### src/rtl/bp_fe_fetch_buffer.sv
// Multi-lane fetch buffer: compacts up to fetch_width_p instructions per packet into a
// circular buffer and issues one entry per cycle to the back end.
module bp_fe_fetch_buffer #(
  parameter int vaddr_width_p    = 39,
  parameter int instr_width_p    = 32,
  parameter int fetch_width_p    = 2,
  parameter int els_p            = 8,
  parameter int metadata_width_p = 36
) (
  input  logic                                   clk_i,
  input  logic                                   reset_i,
  input  logic                                   fetch_v_i,
  output logic                                   fetch_ready_o,
  input  logic [vaddr_width_p-1:0]               fetch_pc_i,
  input  logic [fetch_width_p*instr_width_p-1:0] fetch_instr_i,
  input  logic [fetch_width_p-1:0]               fetch_mask_i,
  input  logic [metadata_width_p-1:0]            fetch_metadata_i,
  input  logic                                   fetch_exception_v_i,
  input  logic [1:0]                             fetch_exception_code_i,
  input  logic                                   poison_i,
  output logic                                   fe_v_o,
  input  logic                                   fe_ready_i,
  output logic [vaddr_width_p-1:0]               fe_pc_o,
  output logic [instr_width_p-1:0]               fe_instr_o,
  output logic [metadata_width_p-1:0]            fe_metadata_o,
  output logic                                   fe_exception_v_o,
  output logic [1:0]                             fe_exception_code_o,
  output logic [$clog2(els_p+1)-1:0]             occupancy_o
);

  localparam int ptr_w_lp = (els_p > 1) ? $clog2(els_p) : 1;
  localparam int cnt_w_lp = $clog2(els_p + 1);

  typedef enum logic {e_run, e_stall} state_e;

  state_e                state_q, state_d;
  logic [ptr_w_lp-1:0]   rd_ptr_q, rd_ptr_d;
  logic [ptr_w_lp-1:0]   wr_ptr_q, wr_ptr_d;
  logic [cnt_w_lp-1:0]   count_q, count_d;

  logic [vaddr_width_p-1:0]    pc_mem    [els_p];
  logic [instr_width_p-1:0]    instr_mem [els_p];
  logic [metadata_width_p-1:0] meta_mem  [els_p];
  logic                        exc_v_mem [els_p];
  logic [1:0]                  exc_c_mem [els_p];

  logic [ptr_w_lp-1:0] lane_idx [fetch_width_p];
  logic [cnt_w_lp-1:0] pkt_cnt;
  logic [cnt_w_lp-1:0] written;
  logic [cnt_w_lp-1:0] free_cnt;
  logic                enq, deq;

  // Each valid lane lands at wr_ptr plus the number of valid lanes below it.
  always_comb begin
    pkt_cnt = '0;
    for (int k = 0; k < fetch_width_p; k++) begin
      lane_idx[k] = wr_ptr_q + ptr_w_lp'(pkt_cnt);
      pkt_cnt     = pkt_cnt + cnt_w_lp'(fetch_mask_i[k]);
    end
  end

  assign written  = fetch_exception_v_i ? cnt_w_lp'(1) : pkt_cnt;
  assign free_cnt = cnt_w_lp'(els_p) - count_q;

  assign fe_v_o = (count_q != '0) & ~poison_i;
  assign enq    = fetch_v_i & fetch_ready_o & ~poison_i;
  assign deq    = fe_v_o & fe_ready_i;

  always_ff @(posedge clk_i or negedge reset_i) begin
    if (!reset_i) begin
      state_q  <= e_run;
      rd_ptr_q <= '0;
      wr_ptr_q <= '0;
      count_q  <= '0;
    end else begin
      state_q  <= state_d;
      rd_ptr_q <= rd_ptr_d;
      wr_ptr_q <= wr_ptr_d;
      count_q  <= count_d;
    end
  end

  // Stall is entered on an accepted exception and left only through a flush.
  always_comb begin
    state_d = state_q;
    if (poison_i) state_d = e_run;
    else if (enq && fetch_exception_v_i) state_d = e_stall;
  end

  always_comb begin
    fetch_ready_o = (state_q == e_run) && (free_cnt >= cnt_w_lp'(fetch_width_p));
  end

  always_comb begin
    rd_ptr_d = rd_ptr_q;
    wr_ptr_d = wr_ptr_q;
    count_d  = count_q;
    if (poison_i) begin
      rd_ptr_d = '0;
      wr_ptr_d = '0;
      count_d  = '0;
    end else begin
      if (enq) wr_ptr_d = wr_ptr_q + ptr_w_lp'(written);
      if (deq) rd_ptr_d = rd_ptr_q + ptr_w_lp'(1);
      count_d = count_q + (enq ? written : '0) - cnt_w_lp'(deq);
    end
  end

  always_ff @(posedge clk_i) begin
    if (enq) begin
      if (fetch_exception_v_i) begin
        pc_mem[wr_ptr_q]    <= fetch_pc_i;
        instr_mem[wr_ptr_q] <= '0;
        meta_mem[wr_ptr_q]  <= fetch_metadata_i;
        exc_v_mem[wr_ptr_q] <= 1'b1;
        exc_c_mem[wr_ptr_q] <= fetch_exception_code_i;
      end else begin
        for (int k = 0; k < fetch_width_p; k++) begin
          if (fetch_mask_i[k]) begin
            pc_mem[lane_idx[k]]    <= fetch_pc_i + vaddr_width_p'(4 * k);
            instr_mem[lane_idx[k]] <= fetch_instr_i[k*instr_width_p +: instr_width_p];
            meta_mem[lane_idx[k]]  <= fetch_metadata_i;
            exc_v_mem[lane_idx[k]] <= 1'b0;
            exc_c_mem[lane_idx[k]] <= 2'b00;
          end
        end
      end
    end
  end

  assign fe_pc_o             = pc_mem[rd_ptr_q];
  assign fe_instr_o          = instr_mem[rd_ptr_q];
  assign fe_metadata_o       = meta_mem[rd_ptr_q];
  assign fe_exception_v_o    = exc_v_mem[rd_ptr_q];
  assign fe_exception_code_o = exc_c_mem[rd_ptr_q];
  assign occupancy_o         = count_q;

endmodule
### config.mk
export PLATFORM = sky130hd
export DESIGN_NAME = bp_fe_fetch_buffer
export DESIGN_NICKNAME = d
export VERILOG_FILES = /design/src/rtl/bp_fe_fetch_buffer.sv
export SDC_FILE = /design/constraint.sdc
export NUM_CORES = 1
export LEC_CHECK = 0
export ABC_AREA = 1
export BUFFER_PORTS_ARGS = -buffer_cell sky130_fd_sc_hd__buf_2
export CAP_MARGIN = 20
export CORE_ASPECT_RATIO = 1.2
export CORE_MARGIN = 8
export CORE_UTILIZATION = 40
export CTS_CLUSTER_DIAMETER = 200
export DETAILED_ROUTE_END_ITERATION = 16
export GPL_TIMING_DRIVEN = 0
export HOLD_SLACK_MARGIN = 0.15
export MAX_ROUTING_LAYER = met4
export SLEW_MARGIN = 20
export SYNTH_ARGS = -nofsm -noshare
export SYNTH_HDL_FRONTEND = slang
export SYNTH_SLANG_ARGS = --single-unit
### constraint.sdc
create_clock -name clk_i -period 9.55 [get_ports clk_i]
set_clock_uncertainty 0.05 [all_clocks]
set_input_delay 0.955 -clock clk_i [delete_from_list [all_inputs] [get_ports clk_i]]
set_output_delay 0.955 -clock clk_i [all_outputs]
set_load 0.005 [all_outputs]
# [Yosys cells after proc, flatten, opt, wreduce, memory -nomap -nowiden]
# Memories as Yosys holds them, arrays and structs flattened.
# Cells that the tools add are included.
[classes] n_bitwise=11 n_reduce_logical=6 muxes=25 magnitude_cmp=1 add_sub_neg=8
[op_table] operator="$add 39x3->39 const B" n=1
[op_table] operator="$mux 39" n=1
[op_table] operator="$mux 36" n=1
[op_table] operator="$mux 32" n=1
[op_table] operator="$mux 1" n=14
[op_table] operator="$mux 3" n=4
[op_table] operator="$mux 2" n=3
[op_table] operator="$reduce_bool 2->1" n=3
[op_table] operator="$or 1x1->1" n=5
[op_table] operator="$add 4x2->4" n=1
[op_table] operator="$and 1x1->1" n=4
[op_table] operator="$ge 4x2->1 const B" n=1
[op_table] operator="$mux 4" n=1
[op_table] operator="$reduce_bool 4->1" n=1
[op_table] operator="$sub 4x1->4" n=1
[op_table] operator="$sub 4x4->4 const A" n=1
[op_table] operator="$add 3x1->3" n=1
[op_table] operator="$add 3x1->3 const B" n=1
[op_table] operator="$add 3x2->3" n=1
[op_table] operator="$add 1x1->2" n=1
[op_table] operator="$logic_and 1x1->1" n=2
[op_table] operator="$not 1->1" n=2
[totals] in_bits=149 wordCells=60 memories=5 mem_bits_rw=880 ff_bits=11 output_inout_bits=116
[memory_table] memory="pc_mem" words=8 width=39 read_ports=1 rd_ports_with_merged_regs=0 wr=2 line="41" rtl="logic [vaddr_width_p-1:0] pc_mem [els_p];"
[memory_table] memory="meta_mem" words=8 width=36 read_ports=1 rd_ports_with_merged_regs=0 wr=2 line="43" rtl="logic [metadata_width_p-1:0] meta_mem [els_p];"
[memory_table] memory="instr_mem" words=8 width=32 read_ports=1 rd_ports_with_merged_regs=0 wr=2 line="42" rtl="logic [instr_width_p-1:0] instr_mem [els_p];"
[memory_table] memory="exc_c_mem" words=8 width=2 read_ports=1 rd_ports_with_merged_regs=0 wr=2 line="45" rtl="logic [1:0] exc_c_mem [els_p];"
[memory_table] memory="exc_v_mem" words=8 width=1 read_ports=1 rd_ports_with_merged_regs=0 wr=2 line="44" rtl="logic exc_v_mem [els_p];"

# [Logic depth before layout (Yosys ltp)]
[depth] depth_word=9 depth_mapped=18 mapped_depth_nobuf=17

# [Worst setup path before layout]
# Ideal clock, no wire load.
[synth_path] kind="input -> register" start="in fetch_mask_i[0]" end="mem instr_mem[2][0] (enable)" path_stages=8 arrival_ns=4.398 slack_ns=4.633 setup_time_ns=0.469 cell_sequence="ha_1 -> ha_1 -> xnor2_1 -> inv_1 -> nor2_1 -> nand3_2 -> clkbuf_1 -> nand2_1"
[synth_lines] element="start, declared" line="16" rtl="input logic [fetch_width_p-1:0] fetch_mask_i,"
[synth_lines] element="end, declared" line="42"

# [Worst setup path in the final report]
[layout_path] start="reg rd_ptr_q[0]" end="out fe_pc_o[37]"
[layout_via] elab_chain_cells=1
[layout_rtl] element="start, declared" line="37" rtl="logic [ptr_w_lp-1:0] rd_ptr_q, rd_ptr_d;"
[layout_rtl] element="start signal, assigned" line="77" rtl="rd_ptr_q <= rd_ptr_d;"
[layout_rtl] element="$mem_v2 8x39"
[layout_rtl] element="end, declared" line="23" rtl="output logic [vaddr_width_p-1:0] fe_pc_o,"
# Every way passes these cells.

==> results.md <==
Outcome:
- The run finished with clean final reports.

Worst setup path:
- The cell that appears most often on the critical path is buf_2.
- The critical path goes through inv_1 -> buf_2 -> buf_2 -> clkbuf_1 -> o21ai_0 -> o22ai_1 -> nor2_1 -> a31oi_1 -> buf_2.
- The delay of the slowest cell on the worst path is 0.62 ns.
- The data required time of the critical path is 8.55 ns.
- STA classifies the critical path endpoint as an output pin.
- The reg-to-reg setup timing slack is 5.21 ns.
- Along the worst path, the maximum fanout reaches 10.
- For the worst setup path, the data arrival time is 4.46 ns.
- The setup path with the least slack is of type reg2out.
- The largest individual stage delay along the critical path comes from the cell clkbuf_1.
- STA classifies the critical path startpoint as a flip-flop.
- The worst reg2reg path depth is 12.

Placed design:
- Once placement completed, the tool counted placed cells totaling 5962.
- The post-placement cell area is about 45000 µm².
- Buffers placed on the I/O ports in this run total 261.
- The congestion estimate from routability-driven global placement came to 0.959.
- Detailed placement ended at an HPWL of between 100 and 150 mm.
- The worst setup timing slack at the placement stage is around 4.8 ns.

Yosys:
- Summed over its instances, the top area cell type makes up about three fifths of the synthesized netlist area.
- The distinct cell type count after synthesis is 36.
- The most common cell in the synthesized netlist is edfxtp_1.
- The total standard cell area after synthesis is around 42000 µm².
- The Yosys step of the flow raised 0 warnings.
- The leading area contributor after synthesis is edfxtp_1.
- The synthesized netlist net count is 4461.
- The average cell area after synthesis is slightly below 10 µm².
- The share of synthesized flip-flops with an asynchronous set or reset is approximately 1.2%.
- The gate count after technology mapping is 4296.
- The number of enable-type register cells in the synthesized netlist is 856.
- Among all flip-flop cells after synthesis, the most frequent one is edfxtp_1.
- The flip-flop and latch count after synthesis is 891.
- By count the netlist is led by edfxtp_1, nor2_1, o21ai_0.
- By area the synthesized netlist is led by edfxtp_1, o21ai_0, nor2_1.
- The share of synthesized area occupied by flip-flops and latches is 63.2%.

Routing:
- Dividing the detail-routed via count by the number of cells gives 5.62.
- The pre-antenna-repair detailed-routing pass consisted of 6 iterations.
- The average detailed-routed wire length per instance is 24.3 µm.
- The post-detailed-route DRC marker count is 0.
- The detailed router finished its first iteration with approximately 4400 violations.
- The total detailed-routing wirelength is 149 mm.
- The detailed-route via count is 34500.
- The number of nets with antenna violations after detailed routing is 0.

Clock tree:
- The root buffer cell is clkbuf_16.
- The later pin in the worst-skew pair is clocked with a latency of ~0.67 ns.
- The number of buffers created by CTS is 91.
- In this run the deepest clock path goes through 3 buffers.
- The clock sink total is approximately 890.
- The deepest level of the CTS H-tree is 3.
- The clock tree from TritonCTS is yes.
- After clock tree synthesis, the clock-pin slew on the worst setup and hold paths is 0.07 ns.

GRT:
- The number of global-route vias before repair is approximately 33000.
- The maximum number of pins on one net before global-route repair is 48.
- In the global route stage, overall resource usage came out at approximately 26%.
- The initial antenna violation count is 19.
- The global-route congestion overflow total is 0.
- The first-pass GRT wire length is 217 mm.

Power and ir drop:
- In this run the static leakage power is roughly 18 nW.
- Sequential cells burn 39.7% of the power.
- Summed over all nets, the switching power comes to 4.10 mW.
- The worst-case vdd ir drop is 140 µV.
- The clock network accounts for a little under a third of the total power.
- The combinational fraction of design power is 30.0%.
- For this design the ratio of total power to cell area is 241 nW/µm².
- The overall power consumption is 11.7 mW.
- The internal power of the cells totals 7.56 mW.
- Of the total power, the share spent switching nets is 35.2%.

Floorplan:
- The placeable core area is 104000 µm².
- The floorplan step set the die height to ~370 µm.
- The site row count is 130.
- For this configuration, the core starts out at a cell density of 40.2%.
- The top-level port count is roughly 270.
- The width of the die is 311 µm.
- The floorplan step defined a die boundary enclosing 115000 µm².

STA:
- Dividing the final minimum period by the clock period gives a little under three fifths.
- Setup violations remaining at the end of the flow were counted as 0.
- The setup slack after layout is 4.08 ns.
- At the pin with the least slew margin, the transition time is ~1.1 ns.
- Setup repair after global routing left no endpoint under its margin.
- The worst path needs 5.47 ns of the cycle, external delays included.
- The number of slew-limit violations in the final report is 0.
- The fmax is between 150 and 200 MHz.
- The hold violation count in the final report is 0.
- The post-route setup TNS is 0 ns.
- The headroom to the max-slew limit is roughly a quarter.

Final layout:
- The sequential cells in the finished layout cover a total of 26500 µm².
- The number of nets in the final layout is 4835.
- Excluding fillers, the count of instances in the completed layout stands at 6142.
- The design area is 48400 µm².
- The area added between synthesis and finish is 15.6%.
- After filler insertion, the fill cell instance count of the layout stands at 9925.
- The layout cell share with drive strength beyond 1 is 12.9%.
- The area of the multi-input gates is 13400 µm².

Job:
- The count of max-cap constraint violations is 0.

Hold path:
- In this run the worst hold path is classified as reg2reg.
- Counting instances, the worst hold path has a depth of 2.
path summary, 6_finish.rpt:
kind,startpoint,end
min in group asynchronous,reset_i,occupancy_o[0]
max in group asynchronous,reset_i,rd_ptr_q[2]
min reg2reg,exc_v_mem[0],exc_v_mem[0]
min,exc_v_mem[0],exc_v_mem[0]
max,rd_ptr_q[0],fe_pc_o[37]
max reg2reg,occupancy_o[0],instr_mem[2][21]
stage by stage:
stage	hold WS (ns)	utilization (%)
after floorplan	0.372	-
after global placement	0.383	43.1
after detailed placement	0.391	43.6
after CTS	0.400	46.4
after global routing	0.413	46.4
final	0.401	46.4
routing by layer:
layer | vias up | part of all wire [%] | track usage [%]
li1 | 15700 | - | -
met1 | 16700 | 39 | 31.6
met2 | 1719 | 47 | 41.1
met3 | 367 | 9.3 | 4.80
met4 | 0 | 4.7 | 11.4
met5 | - | 0 | -
area by class of cell:
cell class	count	area share, %
repair buffers	281	3.71
clock buffers	114	5.02
inverters	170	1.32
well taps	1386	3.58
diodes	11	0.0569
multi-input cells	2913	27.8
plain buffers	322	2.88
clock inverters	54	0.949
flip-flops and latches	891	54.7
critical path, delay by kind of cell, from the launching register on:
family / cells / cell delay, ns
buffers and inverters: 5 / 2.28
and+or+nand+nor: 1 / 0.06
AOI/OAI and AO/OA: 3 / 0.92
DFF: 1 / 0.50
flip-flops by register name, indices dropped and copies added (netlist names):
register / count
occupancy_o: 4
wr_ptr_q: 3
rd_ptr_q: 3
pc_mem: 312
meta_mem: 288
state_q: 1
exc_v_mem: 8
exc_c_mem: 16
instr_mem: 256
power groups by stage:
stage               clock network, mW  logic, mW  registers (mW)
floorplan                           0       1.87            4.70
global placement                    0       3.42            4.74
detailed placement                  0       3.49            4.70
CTS                              3.54       3.51            4.62
global route                     3.69       3.81            4.64
finish                           3.53       3.50            4.62
layout by cell type, fill, tap and decap left out, types with 8 or more instances in the layout:
cell,count
edfxtp_1,856
nor2_1,838
o21ai_0,837
nand2_1,677
buf_2,389
clkbuf_1,179
inv_1,159
o21ai_1,150
a31oi_1,110
o22ai_1,108
clkbuf_16,92
nor2_2,33
xor2_1,25
dfxtp_1,24
nor3_1,22
clkinv_1,22
a21oi_1,22
buf_1,19
xnor2_1,18
clkinv_2,16
nand3_1,14
ha_1,14
buf_16,13
diode_2,11
dfrtp_1,11
inv_2,9
nand4_1,9
clkbuf_2,9
o211ai_1,8
nand2_4,8
cells by family (layout without fill, tap and decap cells):
kind of cell    Yosys count  in the layout  synth area share [%]
simple gates           1614           1614                  15.0
compound gates         1240           1240                  15.6
flops                   891            891                  63.2
buf+inv                 492            941                  4.84
xor+xnor                 43             43                 0.899
fa+ha+maj                16             16                 0.514
other cells               0             11                     0
timing repair:
item / 4_1_cts / 5_1_grt
buffers inserted: 0 / 0
gates resized for setup: 0 / 0
endpoints found under the hold margin: 11 / 0
hold buffers: 1 / 0
No activity file was read; power rests on OpenSTA's default activity.
